==> src/rtl/pulse_lvl_tx.sv <==
// Pulse-to-level request transmitter: counts pulse events and launches each one
// as a 4-phase level handshake toward an asynchronous destination domain.
//
// state    | meaning
// IDLE     | no handshake open; launch when events pending and ack_s low
// REQ      | lvl_sig high, waiting for ack_s to rise
// WAIT_LOW | lvl_sig low, waiting for ack_s to fall
module pulse_lvl_tx #(
  parameter int CNT_W = 4
) (
  input  logic             clk,
  input  logic             rst,
  input  logic             pulse_in,
  input  logic             ack_in,
  input  logic             clr_ovf,
  output logic             lvl_sig,
  output logic             busy,
  output logic [CNT_W-1:0] pend_cnt,
  output logic             ovf
);

  typedef enum logic [1:0] {
    IDLE     = 2'd0,
    REQ      = 2'd1,
    WAIT_LOW = 2'd2
  } state_t;

  localparam logic [CNT_W-1:0] PEND_MAX = '1;

  state_t           state_q, state_d;
  logic             ack_m_q, ack_m_d;
  logic             ack_s_q, ack_s_d;
  logic             lvl_q, lvl_d;
  logic [CNT_W-1:0] pend_q, pend_d;
  logic             ovf_q, ovf_d;
  logic             launch;
  logic             drop;

  always_ff @(posedge clk or negedge rst) begin
    if (!rst) begin
      state_q <= IDLE;
      ack_m_q <= 1'b0;
      ack_s_q <= 1'b0;
      lvl_q   <= 1'b0;
      pend_q  <= '0;
      ovf_q   <= 1'b0;
    end else begin
      state_q <= state_d;
      ack_m_q <= ack_m_d;
      ack_s_q <= ack_s_d;
      lvl_q   <= lvl_d;
      pend_q  <= pend_d;
      ovf_q   <= ovf_d;
    end
  end

  // Launch only into a low ack so a stale ack from a previous handshake is never taken as a reply.
  always_comb begin
    state_d = state_q;
    launch  = 1'b0;
    ack_m_d = ack_in;
    ack_s_d = ack_m_q;
    case (state_q)
      IDLE: begin
        if ((pend_q != '0) && !ack_s_q) begin
          state_d = REQ;
          launch  = 1'b1;
        end
      end
      REQ: begin
        if (ack_s_q) state_d = WAIT_LOW;
      end
      WAIT_LOW: begin
        if (!ack_s_q) state_d = IDLE;
      end
      default: state_d = IDLE;
    endcase
    lvl_d = (state_d == REQ);
  end

  // A simultaneous new event and launch cancel out; saturation drops the event.
  always_comb begin
    pend_d = pend_q;
    drop   = 1'b0;
    if (pulse_in && !launch) begin
      if (pend_q == PEND_MAX) drop = 1'b1;
      else                    pend_d = pend_q + 1'b1;
    end else if (!pulse_in && launch) begin
      pend_d = pend_q - 1'b1;
    end
    if (drop)         ovf_d = 1'b1;
    else if (clr_ovf) ovf_d = 1'b0;
    else              ovf_d = ovf_q;
  end

  assign lvl_sig  = lvl_q;
  assign pend_cnt = pend_q;
  assign ovf      = ovf_q;
  assign busy     = (state_q != IDLE) || (pend_q != '0);

endmodule

==> config.mk <==
export PLATFORM = sky130hd
export DESIGN_NAME = pulse_lvl_tx
export DESIGN_NICKNAME = d
export VERILOG_FILES = /design/src/rtl/pulse_lvl_tx.sv
export SDC_FILE = /design/constraint.sdc
export NUM_CORES = 1
export LEC_CHECK = 0
export ABC_AREA = 1
export CORE_AREA = 2 2 39 41
export CTS_BUF_LIST = sky130_fd_sc_hd__clkbuf_16
export DETAILED_ROUTE_END_ITERATION = 7
export DIE_AREA = 0 0 41 43
export GPL_TIMING_DRIVEN = 0
export PLACE_DENSITY = 0.69
export SLEW_MARGIN = 20
export SYNTH_ARGS = -nofsm -noshare
export SYNTH_HDL_FRONTEND = slang
export SYNTH_SLANG_ARGS = --single-unit
==> constraint.sdc <==
create_clock -name clk -period 2.1 [get_ports clk]
set_input_delay 0.42 -clock clk [delete_from_list [all_inputs] [get_ports clk]]
set_output_delay 0.42 -clock clk [all_outputs]
set_load 0.005 [all_outputs]
==> impl_results.html <==
<table>
<tr><th>Metric</th><th>Value</th></tr>
<tr><th colspan="2">Clocking</th></tr>
<tr><td>Clock buffer depth</td><td>2</td></tr>
<tr><td>Clock-pin slew reported for the worst setup and hold paths after clock tree synthesis</td><td>around 40 ps</td></tr>
<tr><td>Post-CTS Hold Fix Bufs</td><td>0</td></tr>
<tr><td>Root buffer selected by CTS</td><td>sky130_fd_sc_hd__clkbuf_16</td></tr>
<tr><td>Post-cts gate resize count</td><td>0</td></tr>
<tr><td>H-tree levels</td><td>1</td></tr>
<tr><td>Clock latency on the worst-skew pair</td><td>roughly 230 ps</td></tr>
<tr><td>Number of buffers inserted by post-CTS setup repair</td><td>0</td></tr>
<tr><td>CTS Sinks</td><td>10</td></tr>
<tr><td>TritonCTS clock tree</td><td>yes</td></tr>
<tr><td>Number of CTS-inserted buffers</td><td>3</td></tr>
<tr><th colspan="2">Worst setup path</th></tr>
<tr><td>Worst R2R Setup Slack</td><td>150 ps</td></tr>
<tr><td>Critical-path maximum fanout</td><td>6</td></tr>
<tr><td>Critical Path Source Type</td><td>flip-flop</td></tr>
<tr><td>CP required</td><td>between 2000 and 2500 ps</td></tr>
<tr><td>Critical Path AT</td><td>a little over 2000 ps</td></tr>
<tr><td>Worst Setup Path Type</td><td>reg -&gt; reg</td></tr>
<tr><td>Nature of the critical path endpoint</td><td>flip-flop</td></tr>
<tr><th colspan="2">Floorplanning</th></tr>
<tr><td>Starting density of the core</td><td>37.2%</td></tr>
<tr><td>Height of the die</td><td>~43 um</td></tr>
<tr><td>Die area</td><td>1760 um2</td></tr>
<tr><td>Top-level I/O count</td><td>12</td></tr>
<tr><td>Total number of placement rows</td><td>14</td></tr>
<tr><td>Die extent in x</td><td>around 41 um</td></tr>
<tr><td>Core Footprint</td><td>1380 um2</td></tr>
<tr><th colspan="2">Timing</th></tr>
<tr><td>Skew final</td><td>roughly 0.23 ps</td></tr>
<tr><td>Final slew viol count</td><td>0</td></tr>
<tr><td>Achievable clock frequency</td><td>between 500 and 600 MHz</td></tr>
<tr><td>Actual slew at the worst max-slew pin</td><td>approximately 430 ps</td></tr>
<tr><td>Minimum clock period</td><td>between 1500 and 2000 ps</td></tr>
<tr><td>Slew Limit Headroom</td><td>between 70% and 80%</td></tr>
<tr><td>Final number of hold-violating endpoints</td><td>0</td></tr>
<tr><td>Setup violators final</td><td>0</td></tr>
<tr><td>Period Utilization, post-route</td><td>~93%</td></tr>
<tr><th colspan="2">Final layout</th></tr>
<tr><td>Multi-input combinational cell area</td><td>roughly 240 um2</td></tr>
<tr><td>Syn-to-layout area delta</td><td>42.8%</td></tr>
<tr><td>Post-layout instance count excluding filler cells</td><td>87</td></tr>
<tr><td>Number of inserted diodes</td><td>0</td></tr>
<tr><td>FF+latch area</td><td>254 um2</td></tr>
<tr><td>Commonest non-fill, non-tap cell in the layout</td><td>sky130_fd_sc_hd__clkdlybuf4s50_1</td></tr>
<tr><td>Fraction of layout cells with a size suffix above 1</td><td>21.1%</td></tr>
<tr><td>Count of fill cells added during filler insertion</td><td>~140</td></tr>
<tr><td>Final core utilization</td><td>approximately 53%</td></tr>
<tr><td>Commonest non-fill, non-tap cells in the layout</td><td>11 x sky130_fd_sc_hd__clkdlybuf4s50_1, 10 x sky130_fd_sc_hd__nand2_1, 7 x sky130_fd_sc_hd__inv_1, 7 x sky130_fd_sc_hd__dfrtp_1</td></tr>
<tr><td>Layout Nets</td><td>80</td></tr>
<tr><th colspan="2">Hold path</th></tr>
<tr><td>Type of the most critical hold path</td><td>reg -&gt; reg</td></tr>
<tr><th colspan="2">Drt</th></tr>
<tr><td>Average wire per standard cell</td><td>between 10 and 15 um</td></tr>
<tr><td>DRT Wirelength</td><td>a little over 900 um</td></tr>
<tr><td>DRC</td><td>0</td></tr>
<tr><td>Number of nets with antenna violations after detailed routing</td><td>0</td></tr>
<tr><td>Violation count after the first detailed-route iteration</td><td>5</td></tr>
<tr><td>Mean number of vias per cell</td><td>about 4.7</td></tr>
<tr><td>Total vias in the final route</td><td>408</td></tr>
<tr><td>Number of iterations in the first detailed-routing pass</td><td>4</td></tr>
<tr><th colspan="2">Logic synthesis</th></tr>
<tr><td>Xor-xnor portion of the synthesized cell area</td><td>3.41%</td></tr>
<tr><td>Count of different cell masters after synthesis</td><td>20</td></tr>
<tr><td>Number of synthesized register bits</td><td>10</td></tr>
<tr><td>Syn Std Cell Area</td><td>~500 um2</td></tr>
<tr><td>Warnings from Yosys</td><td>0</td></tr>
<tr><td>Syn Nets</td><td>64</td></tr>
<tr><td>Proportion of synthesized area in mux cells</td><td>0%</td></tr>
<tr><td>Combinational family with the most area after synthesis</td><td>simple AND/OR/NAND/NOR gates</td></tr>
<tr><td>Synthesized-area fraction occupied by ao, oa, aoi and oai cells</td><td>a little over 6%</td></tr>
<tr><td>Synth Area in Adders</td><td>about 8.8%</td></tr>
<tr><td>Post-Syn Area per Cell</td><td>9.18 um2</td></tr>
<tr><td>Sequential area share after synthesis</td><td>about half</td></tr>
<tr><td>Synthesized instance count</td><td>56</td></tr>
<tr><td>Simple-Gate Fraction of Synth Area</td><td>between 20% and 30%</td></tr>
<tr><th colspan="2">Placed design</th></tr>
<tr><td>Total instance count after detailed placement</td><td>between 80 and 90</td></tr>
<tr><td>Buffers on Ports</td><td>11</td></tr>
<tr><td>Final RePlAce weighted congestion</td><td>0.770</td></tr>
<tr><td>Detailed-placement wirelength estimate</td><td>between 600 and 700 um</td></tr>
<tr><th colspan="2">GRT</th></tr>
<tr><td>Global-route wire length before repair</td><td>about 1500 um</td></tr>
<tr><td>Remaining global-route overflow</td><td>0</td></tr>
<tr><td>Initial antenna violation count</td><td>0</td></tr>
<tr><td>Total global routing track utilization</td><td>13.2%</td></tr>
<tr><td>Number of global-route vias before repair</td><td>around 350</td></tr>
<tr><td>Pin count of the biggest net entering global routing</td><td>11</td></tr>
<tr><th colspan="2">Pwr</th></tr>
<tr><td>Worst IR Drop VDD</td><td>between 0.0006 and 0.0007 V</td></tr>
<tr><td>Pleak</td><td>roughly 0.34 nW</td></tr>
<tr><td>Power per cell area</td><td>about 1600 nW/um2</td></tr>
<tr><th colspan="2">Run status</th></tr>
<tr><td>Status</td><td>complete, no violations</td></tr>
<tr><th colspan="2">Job</th></tr>
<tr><td># Max-Cap Violations</td><td>0</td></tr>
</table>
-- final timing paths --
kind                       depth (start not counted)         from          end
max                                               13  pend_cnt[1]  pend_cnt[3]
min                                                0      ack_m_q      ack_s_q
max reg2reg                                       13  pend_cnt[1]  pend_cnt[3]
min reg2reg                                        0      ack_m_q      ack_s_q
max in group asynchronous                          1          rst  pend_cnt[0]
min in group asynchronous                          1          rst  pend_cnt[1]
-- flip-flops by register name, summed over array words and instances (netlist names) --
| name | count |
|---|---|
| pend_cnt | 4 |
| state_q | 2 |
| ack_m_q | 1 |
| ack_s_q | 1 |
| lvl_sig | 1 |
| ovf | 1 |
-- power breakdown --
| part | leakage, nW | total, W | switching, W | internal (W) |
|---|---|---|---|---|
| Sequential | 0.119 | 0.000354 | 0.0000830 | 0.000271 |
| Combinational | 0.179 | 0.000480 | 0.000238 | 0.000242 |
| Clock | 0.0385 | 0.000333 | 0.0000841 | 0.000249 |
| Total | 0.336 | 0.00117 | 0.000405 | 0.000762 |
-- cell usage after synthesis (all sizes together) --
cell type / n / area, um2
a21oi: 1 / 5.00
dfrtp: 10 / 250
fa: 1 / 20.0
ha: 2 / 25.0
inv: 8 / 30.0
nand2: 13 / 58.8
nand3: 5 / 30.0
nand3b: 1 / 7.51
nand4: 2 / 12.5
nor2: 7 / 31.3
o21ai: 1 / 5.00
o22ai: 1 / 6.26
o31ai: 2 / 15.0
xnor2: 1 / 8.76
xor2: 1 / 8.76
-- kinds of logic after synthesis --
family,Yosys count
AND/OR/NAND/NOR,28
flip-flops,10
buffers and inverters,8
AO/OA/AOI/OAI,5
adder cells (fa/ha/maj),3
XOR/XNOR,2
-- worst max-delay path, stage by stage (launching register included) --
cell,delay [ps]
sky130_fd_sc_hd__dfrtp_2,450
sky130_fd_sc_hd__nor2_2,150
sky130_fd_sc_hd__nand2_1,90
sky130_fd_sc_hd__nand2_2,130
sky130_fd_sc_hd__nand2_2,110
sky130_fd_sc_hd__ha_1,340
sky130_fd_sc_hd__nand2_1,80
sky130_fd_sc_hd__nand2_1,50
sky130_fd_sc_hd__nor2_2,130
sky130_fd_sc_hd__inv_1,50
sky130_fd_sc_hd__nand2_1,80
sky130_fd_sc_hd__nand3_1,80
sky130_fd_sc_hd__nand2_1,60
sky130_fd_sc_hd__nand2_1,50
-- stage by stage --
stage | total power (W) | hold slack (ps) | TNS [ps] | setup slack [ps] | instance area, um2
after global routing | 0.00127 | 351 | -1.65 | -1.65 | 734
final | 0.00117 | 347 | 0 | 148 | 734
after floorplan | 0.000635 | 124 | 0 | 284 | 514
after global placement | 0.000804 | 335 | -91.4 | -91.4 | 644
after CTS | 0.00116 | 349 | 0 | 18.0 | 723
after detailed placement | 0.000817 | 340 | -88.2 | -88.2 | 644
-- area by class of cell --
class                      instances  share of cell area [%]
tap                               16                    2.73
sequential                        10                    34.6
timing repair buffer              11                    15.0
clock inverter                     1                   0.511
clock buffer                       3                    10.2
multi-input combinational         38                    32.9
inverter                           8                    4.09
-- metal layers --
metal | part of all wire (%) | vias to the layer above | GRT usage [%]
li1 | - | 212 | -
met1 | 46 | 185 | 17.1
met2 | 46 | 11 | 17.2
met3 | 8.3 | 0 | 7.85
met4 | 0 | 0 | 6.00
met5 | 0 | - | 0
Note: power is estimated with default switching activity, not from simulation.
